==> src/rtl/pc_unit.sv <==
// Program-counter unit for the multi-cycle MIPS core: prioritised next-PC
// selection, exception entry/return with EPC capture, and an update counter.
module pc_unit #(
   parameter int unsigned      WIDTH     = 32'd32,
   parameter logic [WIDTH-1:0] RESET_VEC = 32'h0000_3000,
   parameter logic [WIDTH-1:0] EXC_VEC   = 32'h0000_4180,
   parameter int unsigned      INC       = 32'd4,
   parameter int unsigned      CNT_W     = 32'd32
) (
   input  logic             clk,
   input  logic             rst,
   input  logic             pc_write,
   input  logic             br_taken,
   input  logic [WIDTH-1:0] br_target,
   input  logic             jmp,
   input  logic [WIDTH-1:0] jmp_target,
   input  logic             jr,
   input  logic [WIDTH-1:0] jr_target,
   input  logic             exc_req,
   input  logic             eret,
   output logic [WIDTH-1:0] pc_out,
   output logic [WIDTH-1:0] pc_plus,
   output logic [WIDTH-1:0] epc,
   output logic [WIDTH-1:0] bad_addr,
   output logic [1:0]       cause,
   output logic             exl,
   output logic [CNT_W-1:0] upd_cnt
);

   localparam logic [WIDTH-1:0] INC_V      = WIDTH'(INC);
   localparam logic [WIDTH-1:0] ALIGN_MASK = WIDTH'(INC - 32'd1);
   localparam logic [WIDTH-1:0] ZERO_W     = '0;
   localparam logic [CNT_W-1:0] CNT_ONE    = CNT_W'(1'b1);
   localparam logic [CNT_W-1:0] CNT_ZERO   = '0;

   localparam logic [1:0] CAUSE_NONE  = 2'd0;
   localparam logic [1:0] CAUSE_EXT   = 2'd1;
   localparam logic [1:0] CAUSE_ALIGN = 2'd2;

   // INC is a power of two, so any low bit under the mask means misalignment.
   function automatic logic is_misaligned(input logic [WIDTH-1:0] addr);
      return |(addr & ALIGN_MASK);
   endfunction

   logic [WIDTH-1:0] pc_r;
   logic [WIDTH-1:0] epc_r;
   logic [WIDTH-1:0] bad_addr_r;
   logic [1:0]       cause_r;
   logic             exl_r;
   logic [CNT_W-1:0] upd_cnt_r;

   logic [WIDTH-1:0] pc_plus_s;
   logic [WIDTH-1:0] target_s;
   logic             misalign_s;
   logic             eret_ok_s;

   logic [WIDTH-1:0] pc_nxt_s;
   logic [WIDTH-1:0] epc_nxt_s;
   logic [WIDTH-1:0] bad_addr_nxt_s;
   logic [1:0]       cause_nxt_s;
   logic             exl_nxt_s;
   logic [CNT_W-1:0] upd_cnt_nxt_s;

   assign pc_plus_s = pc_r + INC_V;

   // Redirect target selection: jr beats jmp beats taken branch beats sequential.
   always_comb begin
      target_s = pc_plus_s;
      if (jr) begin
         target_s = jr_target;
      end else if (jmp) begin
         target_s = jmp_target;
      end else if (br_taken) begin
         target_s = br_target;
      end else begin
         target_s = pc_plus_s;
      end
   end

   assign misalign_s = is_misaligned(target_s);
   assign eret_ok_s  = pc_write & eret & exl_r;

   // Next-state computation for all architectural PC state.
   always_comb begin
      pc_nxt_s       = pc_r;
      epc_nxt_s      = epc_r;
      bad_addr_nxt_s = bad_addr_r;
      cause_nxt_s    = cause_r;
      exl_nxt_s      = exl_r;
      upd_cnt_nxt_s  = upd_cnt_r;

      if (exc_req) begin
         pc_nxt_s    = EXC_VEC;
         cause_nxt_s = CAUSE_EXT;
         exl_nxt_s   = 1'b1;
         // A nested exception keeps the EPC of the outermost one.
         if (!exl_r) begin
            epc_nxt_s = pc_r;
         end else begin
            epc_nxt_s = epc_r;
         end
      end else if (eret_ok_s) begin
         pc_nxt_s    = epc_r;
         exl_nxt_s   = 1'b0;
         cause_nxt_s = CAUSE_NONE;
      end else if (pc_write) begin
         if (misalign_s) begin
            pc_nxt_s       = EXC_VEC;
            bad_addr_nxt_s = target_s;
            cause_nxt_s    = CAUSE_ALIGN;
            exl_nxt_s      = 1'b1;
            if (!exl_r) begin
               epc_nxt_s = pc_r;
            end else begin
               epc_nxt_s = epc_r;
            end
         end else begin
            pc_nxt_s      = target_s;
            upd_cnt_nxt_s = upd_cnt_r + CNT_ONE;
         end
      end else begin
         pc_nxt_s = pc_r;
      end
   end

   // State register with asynchronous active-high reset.
   always_ff @(posedge clk or posedge rst) begin
      if (rst) begin
         pc_r       <= RESET_VEC;
         epc_r      <= ZERO_W;
         bad_addr_r <= ZERO_W;
         cause_r    <= CAUSE_NONE;
         exl_r      <= 1'b0;
         upd_cnt_r  <= CNT_ZERO;
      end else begin
         pc_r       <= pc_nxt_s;
         epc_r      <= epc_nxt_s;
         bad_addr_r <= bad_addr_nxt_s;
         cause_r    <= cause_nxt_s;
         exl_r      <= exl_nxt_s;
         upd_cnt_r  <= upd_cnt_nxt_s;
      end
   end

   assign pc_out   = pc_r;
   assign pc_plus  = pc_plus_s;
   assign epc      = epc_r;
   assign bad_addr = bad_addr_r;
   assign cause    = cause_r;
   assign exl      = exl_r;
   assign upd_cnt  = upd_cnt_r;

endmodule
==> config.mk <==
export PLATFORM = sky130hd
export DESIGN_NAME = pc_unit
export DESIGN_NICKNAME = d
export VERILOG_FILES = /design/src/rtl/pc_unit.sv
export SDC_FILE = /design/constraint.sdc
export NUM_CORES = 1
export LEC_CHECK = 0
export CAP_MARGIN = 20
export CORE_ASPECT_RATIO = 1.75
export CORE_MARGIN = 5
export CORE_UTILIZATION = 48
export DETAILED_ROUTE_END_ITERATION = 8
export PLACE_DENSITY_LB_ADDON = 0.12
export SYNTH_ARGS = -nofsm -noshare
export SYNTH_HDL_FRONTEND = slang
export SYNTH_SLANG_ARGS = --single-unit
==> constraint.sdc <==
create_clock -name clk -period 9.7 [get_ports clk]
set_input_delay 1.94 -clock clk [delete_from_list [all_inputs] [get_ports clk]]
set_output_delay 1.94 -clock clk [all_outputs]
set_load 0.05 [all_outputs]
### Word-level counts from Yosys, hierarchy flattened

Index checks and enable logic that the tools add are counted.

* add/sub/neg operators: 2
* equal/unequal tests: 1
* mux-type cells: 20
* bitwise operators: 5
* reductions and logical operators: 9

Operators with widths (count)
* 32-bit 2-to-1 mux: 12
* 32-bit by 1-bit adder with 32-bit output, second input constant: 1
* 32-bit by 3-bit adder with 32-bit output, second input constant: 1
* 2-bit 2-to-1 mux: 4
* 4-bit AND reduction: 2
* 3-bit nonzero test: 2
* 1-bit 2-to-1 mux: 4
* 2-bit nonzero test: 2
* 1-bit inverter: 3
* 3-bit AND reduction: 1
* 1-bit AND: 2
* 2-bit != test, second input constant: 1
* 2-bit AND reduction: 1
* 2-bit OR reduction: 1

* flip-flop bits (word level): 131
* input bits: 104
* logic and storage cells: 43

### Depth between registers and ports, before layout

Gate-level depths: netlist (run 1).

* depth in word-level cells: 9
* gate-level depth with buffers: 9
* mapped depth without buffers: 7

### Worst setup path after synthesis (run 1)

OpenSTA, ideal clock, no wires.

* kind: register to output
* from: reg pc_r[2] (netlist: pc_out[2])
* to: out pc_plus[24]
* data arrival time: 2.863 ns
* required time: 7.760 ns
* slack: 4.897 ns
* cell stages (with the launch flop): 6
* buffers on the path: 0
* cell sequence: dfrtp_1 ha_1 nand4_1 nor4_1 nand4_1 xnor2_1

* word-level cells in the longest chain between the ends: 1

Ends and longest elaborated chain
* start, declared: line 45 `logic [WIDTH-1:0] pc_r;`
* start signal, assigned: line 136 `pc_r <= pc_nxt_s;`
* 32-bit by 3-bit adder with 32-bit output: line 64 `assign pc_plus_s = pc_r + INC_V;`
* end, declared: line 22 `output logic [WIDTH-1:0] pc_plus,`

Every way passes these cells.

### Final worst setup path (run 1)

Same ends and word-level chain as after synthesis.

==> flow_metrics.env, run 1 <==
export IMPL_wirelength_mm=25.29
export IMPL_post_cts_buffers=0
export IMPL_critical_path_class="register to primary output"
export IMPL_path_common_cell="nand4_1"
export IMPL_drv_cap=0
export IMPL_synthFlopType="dfrtp_1"
export IMPL_pwr_share_clk_pct=33.8
export IMPL_outcome="finished clean"
export IMPL_p_leak_nw=4.247
export IMPL_root_buffer="clkbuf_16"
export IMPL_final_net_count=1024
export IMPL_finalCriticalPeriod_ns=5.791
export IMPL_syn_inst=669
export IMPL_ir_drop_mv=0.1518
export IMPL_grt_util_all_layers_pct=30.33
export IMPL_hold_end="cause[0]$_DFFE_PP0P_"
export IMPL_ys_seq_elements=131
export IMPL_cts_tree="done"
export IMPL_drc_errors=0
export IMPL_cts_buffers=17
export IMPL_synth_area_um2=6765
export IMPL_yosysTopAreaCellShare_pct=47.72
export IMPL_cp_max_fo=8
export IMPL_avgViaCountPerCell=5.949
export IMPL_post_route_util_pct=72.57
export IMPL_start_util_pct=48.90
export IMPL_ys_top_cells_by_count="dfrtp_1 (129), nand2_1 (70), nor2_1 (44), mux2_2 (39), o21ai_0 (38)"
export IMPL_die_x_um=99.75
export IMPL_ctsResizeCount=0
export IMPL_p_comb_share_pct=30.6
export IMPL_seq_power_share_pct=35.6
export IMPL_rsz0062_at_grt="no"
export IMPL_avgSynthCellArea_um2=10.11
export IMPL_clock_sinks=131
export IMPL_fin_cells=1107
export IMPL_power_per_cell_area_nw_per_um2=185.4
export IMPL_setup_viol=0
export IMPL_slew_headroom_pct=30.33
export IMPL_finalCritPeriodShare_pct=59.70
export IMPL_end_kind="primary output"
export IMPL_tns_ns=0
export IMPL_yosys_top_cells_area="dfrtp_1 (48%), mux2_2 (6.5%), xnor2_1 (4.0%)"
export IMPL_gp_congestion=0.9302
export IMPL_crit_required_ns=7.76
export IMPL_synth_most_common_cell="dfrtp_1"
export IMPL_yosysTopAreaCell="dfrtp_1"
export IMPL_ys_seq_area_share_pct=48.49
export IMPL_hold_class="register to register"
export IMPL_grt_max_degree=76
export IMPL_slowest_stage="nor4_1"
export IMPL_cts_path_max_buffers=2
export IMPL_crit_path_max_incr_delay_ns=0.96
export IMPL_regToRegStartpoint="pc_out[2]$_DFFE_PP0P_"
export IMPL_power_switching_mw=0.6700
export IMPL_die_h_um=167.1
export IMPL_r2r_end="bad_addr[20]$_DFFE_PP0P_"
export IMPL_wl_per_cell_um=22.85
export IMPL_intPower_mw=1.191
export IMPL_min_path_cells=1
export IMPL_max_freq_mhz=172.7
export IMPL_io_pins=267
export IMPL_worst_pin_slew_ns=1.042
export IMPL_ys_warn_count=0
export IMPL_h_tree_depth=4
export IMPL_hold_buffers=0
export IMPL_placementRows=57
export IMPL_port_buffer_count=266
export IMPL_grt_pass1_vias=6962
export IMPL_fin_skew_ns=0.008546
export IMPL_synth_edff_count=0
export IMPL_overflow=0
export IMPL_antenna_found_initial=0
export IMPL_dp_cells=1075
export IMPL_clk_latency_ns=0.41
export IMPL_r2r_slack_ns=6.49
export IMPL_antenna_cells=0
export IMPL_hold_worst_slack_ns=0.4785
export IMPL_critical_path_arrival_ns=3.85
export IMPL_vias=6585
export IMPL_die_area_um2=16660
export IMPL_path_cells="ha_1, nand4_1, nor4_1, nand4_1, xnor2_1, clkdlybuf4s50_1"
export IMPL_hold_viol_final=0
export IMPL_synth_cell_types=60
export IMPL_first_pass_iters=5
export IMPL_min_from="cause[0]$_DFFE_PP0P_"
export IMPL_postRouteAntennaNets=0
export IMPL_start_kind="register"
export IMPL_p_sw_share_pct=35.99
export IMPL_synthArstFlopShare_pct=100.0
export IMPL_clk_pin_slew_worst_paths_ns=0.06
export IMPL_dpl_cell_area_um2=9457
export IMPL_slew_viol_final=0
export IMPL_hpwl_mm=18.49
export IMPL_r2r_cells=7
export IMPL_core_um2=13840
export IMPL_syn_num_nets=775
export IMPL_grt_pass1_wl_mm=38.98
export IMPL_drt_iter0_drc=410
export IMPL_drive_gt1_share_pct=10.97
export IMPL_synthToLayoutAreaGrowth_pct=48.42
export IMPL_final_cell_area_um2=10040
==> metrics by stage <==
| stage | setup slack (ns) | power (mW) |
|---|---|---|
| floorplan | 4.266 | 1.007 |
| global placement | 4.247 | 1.231 |
| detailed placement | 4.131 | 1.241 |
| CTS | 3.921 | 1.873 |
| global route | 3.701 | 1.929 |
| finish | 3.909 | 1.861 |
==> worst max-delay path, delay by kind of cell, from the launching register on <==
family,cells,cell delay [ns]
adder cells (fa/ha/maj),1,0.30
XOR/XNOR,1,0.23
buffers and inverters,1,0.85
AND/OR/NAND/NOR,3,1.49
flip-flops,1,0.56
==> worst max-delay path by stage <==
| stage | from | endpoint | slack [ns] | cells past startpoint |
|---|---|---|---|---|
| after CTS | pc_out[2]$_DFFE_PP0P_ | pc_plus[24] | 3.92 | 6 |
| after detailed placement | jr | epc[17]$_DFFE_PP0P_ | 4.13 | 8 |
| after global placement | jr | epc[24]$_DFFE_PP0P_ | 4.25 | 8 |
| after floorplan | rst | bad_addr[0]$_DFFE_PP0P_ | 4.27 | 1 |
| after global routing | pc_out[2]$_DFFE_PP0P_ | pc_plus[24] | 3.70 | 6 |
| final | pc_out[2]$_DFFE_PP0P_ | pc_plus[24] | 3.91 | 6 |
==> flip-flops by register name, summed over array words and instances (netlist names) <==
register / count
bad_addr: 32
cause: 2
epc: 32
exl: 1
pc_out: 32
upd_cnt: 32
==> per-layer routing <==
metal,up-vias,GRT usage (%),wire length [µm]
li1,2933,-,-
met1,3186,31.33,8324
met2,376,52.72,13010
met3,90,9.251,2458
met4,0,18.13,1502
met5,-,0,0
==> placed cells by master (no fill, tap or decap), types with 4 or more instances in the layout <==
cell type,count
nor3_1,15
a221oi_1,9
clkdlybuf4s50_1,264
xor2_1,27
and3_1,4
a221o_1,10
mux2_2,39
nand2b_1,4
or2_2,4
clkinv_4,4
dfrtp_1,129
o31ai_1,18
nand3_1,21
o22ai_1,8
o21ai_1,4
inv_1,18
buf_4,7
o21ai_0,38
nand4_1,18
nor2_1,42
clkbuf_16,17
nand2_1,70
a21oi_1,23
xnor2_1,31
a22oi_1,30
nor4_1,5
==> area by class of cell <==
type / instances / area [µm²]
flip-flops and latches: 131 / 3281
fillers: 1037 / 3795
clock buffers: 19 / 442.9
clock inverters: 12 / 133.9
inverters: 20 / 80.08
well taps: 177 / 221.5
repair buffers: 273 / 2705
multi-input cells: 475 / 3177
==> cells by family (layout without fill, tap and decap cells) <==
logic type	after synthesis	count (layout)	synth area share [%]
AOI/OAI and AO/OA	168	168	17.03
xor gates and xnor gates	58	58	7.509
adders and majority gates	2	2	0.3698
buffers and inverters	63	324	4.827
DFF	131	131	48.49
muxes	39	39	6.492
and+or+nand+nor	208	208	15.28
==> power by group through the flow <==
stage               registers, mW  clock network (mW)  logic (mW)
finish                      0.663               0.629       0.570
global route                0.670               0.664       0.596
CTS                         0.663               0.637       0.573
detailed placement          0.671                   0       0.570
global placement            0.667                   0       0.563
floorplan                   0.867                   0       0.140
(Power assumes the default switching activity.)
==> run 2, diff against run 1 <==
--- a/config.mk
+++ b/config.mk
@@ -8,7 +8,7 @@
 export CAP_MARGIN = 20
 export CORE_ASPECT_RATIO = 1.75
 export CORE_MARGIN = 5
-export CORE_UTILIZATION = 48
+export CORE_UTILIZATION = 44
 export DETAILED_ROUTE_END_ITERATION = 8
 export PLACE_DENSITY_LB_ADDON = 0.12
 export SYNTH_ARGS = -nofsm -noshare
==> constraint.sdc (replaced) <==
create_clock -name clk -period 5.7 [get_ports clk]
set_input_delay 1.14 -clock clk [delete_from_list [all_inputs] [get_ports clk]]
set_output_delay 1.14 -clock clk [all_outputs]
set_load 0.05 [all_outputs]
==> run 2 against run 1 <==
Power grew 67%. Count of clock-buffer cells in the layout unchanged. Worst setup slack got worse by 2.9 ns. Critical path type unchanged. Critical endpoint is now pc_plus[20].
==> flow_metrics.env, run 2 (synthesized netlist as in run 1, its figures left out) <==
export IMPL_root_buffer="clkbuf_16"
export IMPL_gp_congestion=0.8750
export IMPL_cts_buffers=17
export IMPL_io_pins=267
export IMPL_start_kind="register"
export IMPL_slew_viol_final=0
export IMPL_ir_drop_mv=0.2179
export IMPL_r2r_slack_ns=2.76
export IMPL_vias=6481
export IMPL_hold_viol_final=0
export IMPL_min_path_cells=2
export IMPL_p_leak_nw=4.241
export IMPL_fin_cells=1120
export IMPL_hold_class="register to register"
export IMPL_dp_cells=1088
export IMPL_critical_path_class="register to primary output"
export IMPL_max_freq_mhz=212.0
export IMPL_mostFrequentLayoutCells="clkdlybuf4s50_1 (264), dfrtp_1 (129), nand2_1 (70), nor2_1 (42), mux2_2 (39)"
export IMPL_seq_power_share_pct=36.1
export IMPL_clk_pin_slew_worst_paths_ns=0.06
export IMPL_drv_cap=0
export IMPL_critical_path_arrival_ns=3.58
export IMPL_slew_headroom_pct=24.84
export IMPL_grt_max_degree=95
export IMPL_die_area_um2=18050
export IMPL_core_um2=15240
export IMPL_drive_gt1_share_pct=11.46
export IMPL_intPower_mw=1.958
export IMPL_r2r_end="bad_addr[20]$_DFFE_PP0P_"
export IMPL_ctsResizeCount=0
export IMPL_first_pass_iters=5
export IMPL_postRouteAntennaNets=0
export IMPL_power_switching_mw=1.156
export IMPL_p_sw_share_pct=37.13
export IMPL_fin_skew_ns=0.01019
export IMPL_r2r_cells=7
export IMPL_antenna_found_initial=0
export IMPL_p_comb_share_pct=31.1
export IMPL_power_mw=3.114
export IMPL_overflow=0
export IMPL_wl_per_cell_um=22.46
export IMPL_rsz0062_at_grt="no"
export IMPL_grt_pass1_vias=6925
export IMPL_start_util_pct=44.39
export IMPL_outcome="finished clean"
export IMPL_cts_tree="done"
export IMPL_post_cts_buffers=0
export IMPL_cp_max_fo=8
export IMPL_final_net_count=1027
export IMPL_cts_path_max_buffers=2
export IMPL_placementRows=60
export IMPL_h_tree_depth=4
export IMPL_grt_util_all_layers_pct=27.44
export IMPL_tns_ns=0
export IMPL_antenna_cells=0
export IMPL_avgViaCountPerCell=5.787
export IMPL_grt_pass1_wl_mm=39.29
export IMPL_end_kind="primary output"
export IMPL_pwr_share_clk_pct=32.8
export IMPL_finalCriticalPeriod_ns=4.717
export IMPL_die_h_um=174.0
export IMPL_power_per_cell_area_nw_per_um2=309.8
export IMPL_regToRegStartpoint="pc_out[2]$_DFFE_PP0P_"
export IMPL_drt_iter0_drc=306
export IMPL_hold_buffers=0
export IMPL_port_buffer_count=266
export IMPL_setup_viol=0
export IMPL_clock_sinks=131
export IMPL_hold_end="bad_addr[21]$_DFFE_PP0P_"
export IMPL_finalCritPeriodShare_pct=82.75
export IMPL_drc_errors=0
export IMPL_hpwl_mm=18.68
export IMPL_worst_pin_slew_ns=1.124
export IMPL_die_x_um=103.7
export IMPL_crit_required_ns=4.56
export IMPL_wirelength_mm=25.16
export IMPL_synthToLayoutAreaGrowth_pct=48.57
export IMPL_final_common_cell="clkdlybuf4s50_1"
export IMPL_clk_latency_ns=0.42
export IMPL_min_from="bad_addr[21]$_DFFE_PP0P_"
-- run 2: worst max path at each step --
stage	from	endpoint	depth (start not counted)
floorplan	rst	bad_addr[0]$_DFFE_PP0P_	1
finish	pc_out[2]$_DFFE_PP0P_	pc_plus[20]	6
detailed placement	br_taken	upd_cnt[27]$_DFFE_PP0P_	8
global placement	br_taken	upd_cnt[21]$_DFFE_PP0P_	8
CTS	pc_out[2]$_DFFE_PP0P_	pc_plus[20]	6
global route	pc_out[2]$_DFFE_PP0P_	pc_plus[20]	6
-- run 2: worst max-delay path, cell delays in order, from the launching register on --
cell and delay (ns):
dfrtp_1 0.48, ha_1 0.28, nand4_1 0.35, nor4_1 0.74
nand3_1 0.19, xnor2_1 0.27, clkdlybuf4s50_1 0.85
-- run 2: routing by layer --
| layer | up-vias | track usage [%] | routed length (µm) |
|---|---|---|---|
| met5 | - | 0 | 0 |
| met4 | 0 | 11.72 | 904 |
| met3 | 53 | 7.804 | 1892 |
| met2 | 300 | 48.78 | 13250 |
| met1 | 3184 | 30.29 | 9112 |
| li1 | 2944 | - | - |
-- run 2: layout make-up --
cell class / instances / area, µm²
Clock buffer: 19 / 452.9
Clock inverter: 13 / 100.1
Fill cell: 1260 / 5189
Inverter: 20 / 80.08
Multi-Input combinational cell: 475 / 3177
Sequential cell: 131 / 3281
Tap cell: 186 / 232.7
Timing Repair Buffer: 276 / 2728
-- run 2: per-stage QoR --
step | hold WS (ns) | utilization (%) | setup WS [ns] | instance area (µm²)
2_1_floorplan | 0.7270 | - | 1.066 | 6765
3_3_place_gp | 0.4612 | 62.32 | 1.477 | 9498
3_5_place_dp | 0.4661 | 62.32 | 1.305 | 9498
4_1_cts | 0.4786 | 65.95 | 1.009 | 10050
5_1_grt | 0.5118 | 65.95 | 0.8071 | 10050
6_report | 0.4793 | 65.95 | 0.9831 | 10050
-- run 2: power by group through the flow --
stage,sequential (mW),combinational [mW],clock [mW]
2_1_floorplan,1.47,0.238,0
3_3_place_gp,1.13,0.963,0
3_5_place_dp,1.14,0.973,0
4_1_cts,1.12,0.976,1.03
5_1_grt,1.14,1.02,1.08
6_report,1.12,0.968,1.02
==> run 3, diff against run 2 <==
--- a/config.mk
+++ b/config.mk
@@ -8,7 +8,7 @@
 export CAP_MARGIN = 20
 export CORE_ASPECT_RATIO = 1.75
 export CORE_MARGIN = 5
-export CORE_UTILIZATION = 44
+export CORE_UTILIZATION = 40
 export DETAILED_ROUTE_END_ITERATION = 8
 export PLACE_DENSITY_LB_ADDON = 0.12
 export SYNTH_ARGS = -nofsm -noshare
==> constraint.sdc (replaced) <==
create_clock -name clk -period 3.9 [get_ports clk]
set_input_delay 0.78 -clock clk [delete_from_list [all_inputs] [get_ports clk]]
set_output_delay 0.78 -clock clk [all_outputs]
set_load 0.05 [all_outputs]
==> run 3 against run 2 <==
Register-to-register slack got worse by 1.6 ns. Sequential share of layout area fell by 0.81 points. Global-route usage shrank 0.41 points. Worst hold slack got worse by 0.0013 ns. Clock power increased by 63%. First-iteration DRC count increased by 19%. Design area up 2.6%. Via count rose by 1.3%. Die area increased by 9.2%. Power increased by 52%. Critical path type unchanged. Critical endpoint is now pc_plus[11]. Largest cell class unchanged. Largest power group is now the clock network.
==> flow_metrics.env, run 3 (synthesized netlist as in run 1, its figures left out) <==
export IMPL_outcome="finished clean"
export IMPL_multi_input_area_um2=3177
export IMPL_clock_sinks=131
export IMPL_intPower_mw=3.064
export IMPL_power_switching_mw=1.679
export IMPL_io_pins=267
export IMPL_finalCriticalPeriod_ns=3.713
export IMPL_power_mw=4.743
export IMPL_cts_path_max_buffers=2
export IMPL_finalCritPeriodShare_pct=95.21
export IMPL_num_fill_cells=1493
export IMPL_setup_ws_ns=0.1868
export IMPL_drt_iter0_drc=364
export IMPL_antenna_found_initial=0
export IMPL_p_leak_nw=4.419
export IMPL_fin_cells=1174
export IMPL_cts_buffers=17
export IMPL_final_net_count=1040
export IMPL_root_buffer="clkbuf_16"
export IMPL_placementRows=63
export IMPL_critical_path_arrival_ns=2.93
export IMPL_start_util_pct=40.29
export IMPL_regArea_um2=3281
export IMPL_cts_tree="done"
export IMPL_antenna_cells=0
export IMPL_final_common_cell="clkdlybuf4s50_1"
export IMPL_hold_viol_final=0
export IMPL_hold_buffers=0
export IMPL_mostFrequentLayoutCells="clkdlybuf4s50_1 (249), dfrtp_1 (129), nand2_1 (70), nor2_1 (42), mux2_2 (39)"
export IMPL_grt_max_degree=132
export IMPL_wirelength_mm=26.40
export IMPL_setup_viol=0
export IMPL_p_sw_share_pct=35.40
export IMPL_r2r_cells=8
export IMPL_pwr_share_clk_pct=35.0
export IMPL_end_kind="primary output"
export IMPL_hold_class="register to register"
export IMPL_ir_drop_mv=0.3109
export IMPL_seq_power_share_pct=34.6
export IMPL_gp_congestion=0.8893
export IMPL_p_comb_share_pct=30.4
export IMPL_grt_util_all_layers_pct=27.04
export IMPL_hold_worst_slack_ns=0.4780
export IMPL_fin_skew_ns=0.008133
export IMPL_critical_path_class="register to primary output"
export IMPL_hpwl_mm=19.75
export IMPL_die_x_um=108.3
export IMPL_grt_pass1_vias=7102
export IMPL_h_tree_depth=4
export IMPL_clk_pin_slew_worst_paths_ns=0.06
export IMPL_synthToLayoutAreaGrowth_pct=52.36
export IMPL_postRouteAntennaNets=0
export IMPL_dp_cells=1142
export IMPL_avgViaCountPerCell=5.590
export IMPL_drc_errors=0
export IMPL_port_buffer_count=266
export IMPL_tns_ns=0
export IMPL_rsz0062_at_grt="no"
export IMPL_vias=6563
export IMPL_drv_cap=0
export IMPL_max_freq_mhz=269.3
export IMPL_slew_headroom_pct=49.09
export IMPL_grt_pass1_wl_mm=40.55
export IMPL_crit_required_ns=3.12
export IMPL_die_h_um=182.0
export IMPL_power_per_cell_area_nw_per_um2=460.1
export IMPL_start_kind="register"
export IMPL_worst_pin_slew_ns=0.7608
export IMPL_min_path_cells=2
export IMPL_clk_latency_ns=0.41
export IMPL_first_pass_iters=4
export IMPL_overflow=0
export IMPL_slew_viol_final=0
export IMPL_post_place_ws_ns=0.4762
export IMPL_cp_max_fo=9
export IMPL_core_um2=16790
export IMPL_drive_gt1_share_pct=13.83
export IMPL_die_area_um2=19720
export IMPL_wl_per_cell_um=22.49
## run 3: cell types whose count changed in the layout (fill, tap and decap cells not counted), sizes merged
cell,before,now
buf,12,38
clkdlybuf4s50,264,249
inv,23,18
bufinv,0,3
clkbuf,19,21
clkinv,5,7
clkinvlp,5,3
dlymetal6s2s,0,2
## run 3: stage by stage
step | utilization (%) | area (µm²)
floorplan | - | 6769
global placement | 57.70 | 9688
detailed placement | 57.70 | 9688
CTS | 61.36 | 10300
global route | 61.39 | 10310
finish | 61.39 | 10310
## run 3: area by class of cell
cell class              count  area share, %
clock buffers              21          4.467
clock inverters            11          1.493
inverters                  20         0.7647
multi-input cells         475          30.82
flip-flops and latches    131          31.83
well taps                 227          2.756
repair buffers            289          27.87
## run 3: power by group through the flow
stage	clock network (mW)	logic [mW]	registers, mW
floorplan	0	0.349	2.16
global placement	0	1.44	1.66
detailed placement	0	1.45	1.66
CTS	1.68	1.45	1.64
global route	1.75	1.51	1.66
finish	1.66	1.44	1.64
## run 3: worst paths after layout
kind | slack (ns) | end | from
setup / recovery | 0.19 | pc_plus[11] | pc_out[2]$_DFFE_PP0P_
hold / removal | 0.48 | bad_addr[18]$_DFFE_PP0P_ | bad_addr[18]$_DFFE_PP0P_
setup reg to reg | 1.15 | bad_addr[20]$_DFFE_PP0P_ | pc_out[2]$_DFFE_PP0P_
hold reg to reg | 0.48 | bad_addr[18]$_DFFE_PP0P_ | bad_addr[18]$_DFFE_PP0P_
max in group asynchronous | 2.43 | epc[7]$_DFFE_PP0P_ | rst
min in group asynchronous | 0.90 | bad_addr[23]$_DFFE_PP0P_ | rst
## run 3: per-layer routing
| metal | track usage [%] | part of all wire (%) | vias to the layer above |
|---|---|---|---|
| li1 | - | - | 2959 |
| met1 | 28.32 | 34 | 3205 |
| met2 | 49.30 | 53 | 336 |
| met3 | 6.546 | 7.8 | 63 |
| met4 | 13.35 | 4.4 | 0 |
| met5 | 0 | 0 | - |
## run 3: worst max-delay path: stages (launching register included)
cell	delay, ns
dfrtp_1	0.51
and4_2	0.37
nand2_2	0.20
nor2_1	0.19
xor2_1	0.36
clkdlybuf4s50_1	0.89
## run 3: what timing repair did
action                     in CTS  in global routing
setup endpoints to repair       0                  2
setup buffers                   0                  0
resized for setup               0                  2
